===== config.mk =====
export PLATFORM = sky130hd
export DESIGN_NAME = rooth_mem_arb
export DESIGN_NICKNAME = d
export VERILOG_FILES = /design/src/rtl/rooth_mem_arb.sv
export SDC_FILE = /design/constraint.sdc
export NUM_CORES = 1
export LEC_CHECK = 0
export BUFFER_PORTS_ARGS = -buffer_cell sky130_fd_sc_hd__buf_2
export CORE_AREA = 10 10 129 131
export DETAILED_ROUTE_END_ITERATION = 8
export DIE_AREA = 0 0 139 141
export GPL_TIMING_DRIVEN = 0
export MAX_ROUTING_LAYER = met4
export PLACE_DENSITY_LB_ADDON = 0.12
export SLEW_MARGIN = 10
export SYNTH_ARGS = -nofsm -noshare
export SYNTH_HDL_FRONTEND = slang
export SYNTH_SLANG_ARGS = --single-unit

===== constraint.sdc =====
create_clock -name clk -period 2.4 [get_ports clk]
set_clock_uncertainty 0.1 [all_clocks]
set_input_delay 0.48 -clock clk [delete_from_list [all_inputs] [get_ports clk]]
set_output_delay 0.48 -clock clk [all_outputs]
set_load 0.05 [all_outputs]

===== src/rtl/rooth_mem_arb.sv =====
// Three-master arbiter for the rooth unified single-port RAM.
// M0 strict priority, M1/M2 round-robin, timed bus lock for bursts.
module rooth_mem_arb #(
    parameter int AW       = 32,
    parameter int DW       = 32,
    parameter int LOCK_MAX = 64
) (
    input  logic                clk,
    input  logic                rst_n,
    input  logic [2:0]          req_i,
    input  logic [2:0]          lock_i,
    input  logic [2:0]          we_i,
    input  logic [3*AW-1:0]     addr_i,
    input  logic [3*DW-1:0]     wdata_i,
    input  logic [3*DW/8-1:0]   be_i,
    output logic [2:0]          gnt_o,
    output logic [2:0]          rvalid_o,
    output logic [DW-1:0]       rdata_o,
    output logic                hold_o,
    output logic                lock_err_o,
    output logic                mem_ce_o,
    output logic                mem_we_o,
    output logic [AW-1:0]       mem_addr_o,
    output logic [DW-1:0]       mem_wdata_o,
    output logic [DW/8-1:0]     mem_be_o,
    input  logic [DW-1:0]       mem_rdata_i
);

    localparam int BW = DW / 8;
    localparam int CW = (LOCK_MAX > 1) ? $clog2(LOCK_MAX) : 1;
    localparam logic [CW-1:0] CNT_LAST = CW'(LOCK_MAX - 1);

    typedef enum logic {
        ARB,
        LOCKED
    } state_t;

    state_t         state_q, state_d;
    logic           rr_q, rr_d;
    logic [2:0]     owner_q, owner_d;
    logic [CW-1:0]  cnt_q, cnt_d;
    logic [2:0]     blk_q, blk_d;
    logic           err_q, err_d;
    logic [2:0]     rvalid_q;
    logic [2:0]     gnt;

    // rr_q: 0 favours M1, 1 favours M2; owner is one-hot, 0 = none
    always_ff @(posedge clk or negedge rst_n) begin
        if (!rst_n) begin
            state_q  <= ARB;
            rr_q     <= 1'b0;
            owner_q  <= 3'b000;
            cnt_q    <= '0;
            blk_q    <= 3'b000;
            err_q    <= 1'b0;
            rvalid_q <= 3'b000;
        end else begin
            state_q  <= state_d;
            rr_q     <= rr_d;
            owner_q  <= owner_d;
            cnt_q    <= cnt_d;
            blk_q    <= blk_d;
            err_q    <= err_d;
            rvalid_q <= gnt & ~we_i;
        end
    end

    always_comb begin
        gnt     = 3'b000;
        state_d = state_q;
        rr_d    = rr_q;
        owner_d = owner_q;
        cnt_d   = cnt_q;
        blk_d   = blk_q & lock_i;
        err_d   = 1'b0;
        unique case (state_q)
            ARB: begin
                unique case (1'b1)
                    req_i[0]:
                        gnt = 3'b001;
                    !req_i[0] && req_i[1] && (!req_i[2] || !rr_q):
                        gnt = 3'b010;
                    !req_i[0] && req_i[2] && (!req_i[1] || rr_q):
                        gnt = 3'b100;
                    default:
                        gnt = 3'b000;
                endcase
                if (gnt[1]) rr_d = 1'b1;
                if (gnt[2]) rr_d = 1'b0;
                if (|(gnt & lock_i & ~blk_q)) begin
                    state_d = LOCKED;
                    owner_d = gnt;
                    cnt_d   = '0;
                end
            end
            LOCKED: begin
                gnt   = req_i & owner_q;
                cnt_d = cnt_q + CW'(1);
                if (!(|(lock_i & owner_q))) begin
                    state_d = ARB;
                    owner_d = 3'b000;
                    cnt_d   = '0;
                end else if (cnt_q == CNT_LAST) begin
                    // timeout: owner may still arbitrate but not re-lock
                    state_d = ARB;
                    owner_d = 3'b000;
                    cnt_d   = '0;
                    err_d   = 1'b1;
                    blk_d   = blk_d | owner_q;
                end
            end
            default: state_d = ARB;
        endcase
    end

    always_comb begin
        mem_addr_o  = '0;
        mem_wdata_o = '0;
        mem_be_o    = '0;
        for (int k = 0; k < 3; k++) begin
            if (gnt[k]) begin
                mem_addr_o  = addr_i[k*AW +: AW];
                mem_wdata_o = wdata_i[k*DW +: DW];
                mem_be_o    = be_i[k*BW +: BW];
            end
        end
    end

    assign gnt_o      = gnt;
    assign mem_ce_o   = |gnt;
    assign mem_we_o   = |(gnt & we_i);
    assign rvalid_o   = rvalid_q;
    assign rdata_o    = (|rvalid_q) ? mem_rdata_i : '0;
    assign lock_err_o = err_q;
    assign hold_o     = (req_i[1] & ~gnt[1]) | (req_i[2] & ~gnt[2]);

endmodule


==> summary.md <==
| Metric | Value |
|---|---|
| R2R Setup Slk | `0.51 ns` |
| Data arrival at the endpoint of the critical path | `2.01 ns` |
| Worst IR Drop VDD | `367 uV` |
| Category of the most critical setup path | `reg -> out` |
| Quantity of hold-fixing buffers added after cts | `0` |
| Sequential power share | `7.3%` |
| Psw | `2860 uW` |
| #FFs+latches synth | `18` |
| Count of non-filler cells in the finished layout | `841` |
| Routability cong. | `a little under 1` |
| Area of the multi-input gates | `between 0.002 and 0.0025 mm2` |
| Highest metal layer with signal wires | `met4` |
| FF-to-FF End | `cnt_q[0]` |
| Kind of start point of the critical path | `flop` |
| Crit Path Max Fanout | `8` |
| Port Buffer Count | `about 360` |
| Final setup violation count | `70` |
| Setup repair after global routing missed its margin | `yes` |
| Wire length on met2 | `10.1 mm` |
| Overall fraction of global-route tracks in use | `approximately 18%` |
| Layout Utilization | `42.7%` |
| Clock group share of total power | `between 6 and 7%` |
| GR Overflow Total | `0` |
| Initial cell density of the core | `18.4%` |
| Worst-case clock buffer depth | `2` |
| Number of instances in the synthesized netlist | `282` |
| Hold Path Class | `in -> async` |
| Leading post-synthesis cells by cell area | `sky130_fd_sc_hd__mux2_1, sky130_fd_sc_hd__a22o_1, sky130_fd_sc_hd__dfrtp_1` |
| Unique cell type count in the Yosys netlist | `40` |
| Top flip-flop cell by instance count after synthesis | `sky130_fd_sc_hd__dfrtp_1` |
| TritonCTS clock tree | `built` |
| Pin count of the biggest net entering global routing | `19` |
| Number of synthesized flops with an enable pin | `0` |
| Die Span X | `approximately 140 um` |
| Final Cell Area | `0.00607 mm2` |
| Setup total negative slack | `-9.24 ns` |
| Area growth from synthesis to final layout | `132%` |
| Fraction of synthesized cell area taken by the top area cell type | `29.3%` |
| Y dimension of the die | `141 um` |
| Clock transition at the registers of the reported paths | `0.05 ns` |
| Clock Tree Root | `sky130_fd_sc_hd__clkbuf_16` |
| Sort of element at the end of the critical path | `output pin` |
| Core box area | `0.0142 mm2` |
| DRT antenna net count | `0` |
| WL final | `18.6 mm` |
| Switching share of power | `51.2%` |
| Inst Count DP | `821` |
| Synthesized area divided by synthesized cell count | `9.26 um2` |
| Pins Over Slew Limit | `0` |
| Filler Cell Count | `1,416` |
| Actual slew at the worst max-slew pin | `0.589 ns` |
| Synth warnings | `0` |
| Post-synthesis async set-or-reset flop share | `between 90% and 100%` |
| Crit path time final | `2.59 ns` |
| Boundary Pins | `around 360` |
| Max-cap violation count | `0` |
| Max Clock Freq | `387 MHz` |
| Routed length per instance | `22.1 um` |
| Combinational group share of total power | `86.0%` |
| Met3 layer wire length in the routed design | `990 um` |
| TritonCTS sink count | `18` |
| Cells along the critical path | `buf_6 > a211o_1 > a21oi_4 > buf_12 > buf_4 > a22o_1 > mux2_4 > buf_8` |
| CTS buffer count | `3` |
| Placement Cell Area | `0.00489 mm2` |
| H-tree levels | `1` |
| Die footprint | `a little under 0.02 mm2` |
| Iter 0 DRT Violations | `124` |
| Count of endpoints failing hold in the final timing report | `0` |
| Vias per cell | `between 4 and 5` |
| DP HPWL | `16.1 mm` |
| Violations in the final reports | `setup timing` |
| First-pass GRT wire length | `27.0 mm` |
| Largest area contributor in the synthesized netlist | `sky130_fd_sc_hd__mux2_1` |
| Max-Slew Margin vs Limit | `60.4%` |
| Vias in the first global route | `4,154` |
| Launch point of the critical path | `state_q` |
| CP max-delay cell | `sky130_fd_sc_hd__dfrtp_1` |
| P_int | `roughly 2700 uW` |
| Power density over cell area | `919 mW/mm2` |
| Ratio of cells with drive above 1 in the final layout | `73.8%` |
| Wl on met1 | `7.42 mm` |
| Post-detailed-route DRC marker count | `0` |
| Required time reported for the critical path endpoint | `1.82 ns` |
| Number of antenna violations at the first check in global routing | `1` |
| Number of placement rows | `between 40 and 50` |
| Reg-to-Reg Start | `rr_q` |
| Pre-Repair DR Iteration Count | `4` |
| Post-synth design cell area | `0.00261 mm2` |
| Number of vias after detailed routing | `3,884` |
| Clock latency at the later pin of the worst-skew pair | `0.25 ns` |
| Syn Nets | `530` |
| Leakage dissipation | `0.00340 uW` |
| Run status | `finished, violations left` |
| Longest individual stage delay on the worst path | `about 0.39 ns` |
| Final worst path period share | `108%` |
| NumNets Final | `slightly above 900` |
| Worst reg-to-reg path cell count | `5` |
| FF+latch area | `453 um2` |
| Share of synthesized area occupied by flip-flops and latches | `17.2%` |
| Minimum setup slack in the final design | `-0.186 ns` |
==> synthesized netlist by cell type (all sizes together), types with 2 or more instances <==
| cell type | count |
|---|---|
| a211o | 3 |
| a311oi | 2 |
| o31ai | 2 |
| nand2 | 8 |
| nand3 | 2 |
| nor2 | 5 |
| nor3 | 6 |
| and3 | 3 |
| inv | 6 |
| dfrtp | 18 |
| a21oi | 2 |
| buf | 17 |
| o21ai | 2 |
| o2bb2ai | 2 |
| mux2 | 69 |
| nor2b | 35 |
| a22o | 74 |
| clkbuf | 9 |
==> area by class of cell <==
class                      instances  area share (%)
timing repair buffer             370            43.0
multi-input combinational        233            39.2
sequential                        18            7.46
buffer                            25            4.60
tap                              184            3.79
clock buffer                       4            1.46
inverter                           6           0.412
antenna                            1          0.0412
==> timing repair <==
item | 4_1_cts | 5_1_grt
setup buffers | 11 | 5
gates cloned | 1 | 0
pin swaps | 5 | 3
gates resized for setup | 256 | 21
endpoints found under the setup margin | 74 | 73
==> how the worst max path moves through the flow <==
stage                                  to  slack, ns  depth (start not counted)
after floorplan               mem_be_o[0]       0.01                          7
after global placement    mem_wdata_o[16]      -0.73                          8
after detailed placement  mem_wdata_o[19]      -0.77                          8
after CTS                 mem_wdata_o[19]      -0.17                          8
after global routing        mem_addr_o[0]      -0.24                          8
final                     mem_wdata_o[31]      -0.19                          8
==> per-layer routing <==
metal  global-route usage (%)  vias to the layer above
met5                        -                        -
met4                     2.03                        0
met3                     3.53                       10
met2                     32.2                      165
met1                     20.1                     1860
li1                         -                     1849
==> stage by stage <==
stage                     power, uW  hold WS (ns)  worst slack (ns)
after detailed placement       4120         0.348            -0.772
final                          5580        0.0695            -0.186
after global placement         4110         0.342            -0.732
after floorplan                3240        0.0844            0.0111
after CTS                      5500        0.0797            -0.173
after global routing           5820        0.0927            -0.237
==> critical path, delay by kind of cell (launching register included) <==
kind	cells	cell delay (ns)
multiplexers	1	0.17
AO/OA/AOI/OAI	3	0.60
buffers and inverters	4	0.59
flip-flops	1	0.39
==> cell families (layout without fill, tap and decap cells) <==
| logic type | Yosys count | in the layout | synth area share [%] |
|---|---|---|---|
| xor+xnor | 1 | 1 | 0.335 |
| fa+ha+maj | 1 | 1 | 0.479 |
| other cells | 0 | 1 | 0 |
| mux | 69 | 69 | 29.8 |
| simple gates | 65 | 66 | 14.3 |
| compound gates | 96 | 96 | 32.4 |
| flops | 18 | 18 | 17.2 |
| buf+inv | 32 | 405 | 5.46 |
==> flip-flops by register name (all words and copies together), names as in the netlist <==
register    cells
state_q         1
rr_q            1
rvalid_o        3
cnt_q           6
owner_q         3
lock_err_o      1
blk_q           3
==> power groups by stage <==
stage | clock, uW | sequential (uW) | combinational, uW
after CTS | 383 | 412 | 4710
after detailed placement | 0 | 401 | 3720
after floorplan | 0 | 408 | 2830
after global routing | 399 | 418 | 5000
after global placement | 0 | 401 | 3700
final | 372 | 408 | 4800
==> cell usage in the layout (no fill, tap or decap), drive strengths merged, types with 2 or more instances in the layout <==
cell type	n
a22o	74
a311oi	2
nor2b	35
o2bb2ai	2
clkbuf	13
buf	386
a211o	3
nor3	6
dfrtp	18
nor2	5
a21oi	2
o31ai	2
mux2	69
and3	3
o21ai	2
nand3	2
inv	6
nand2	9
Power figures use the tool's default switching activity.
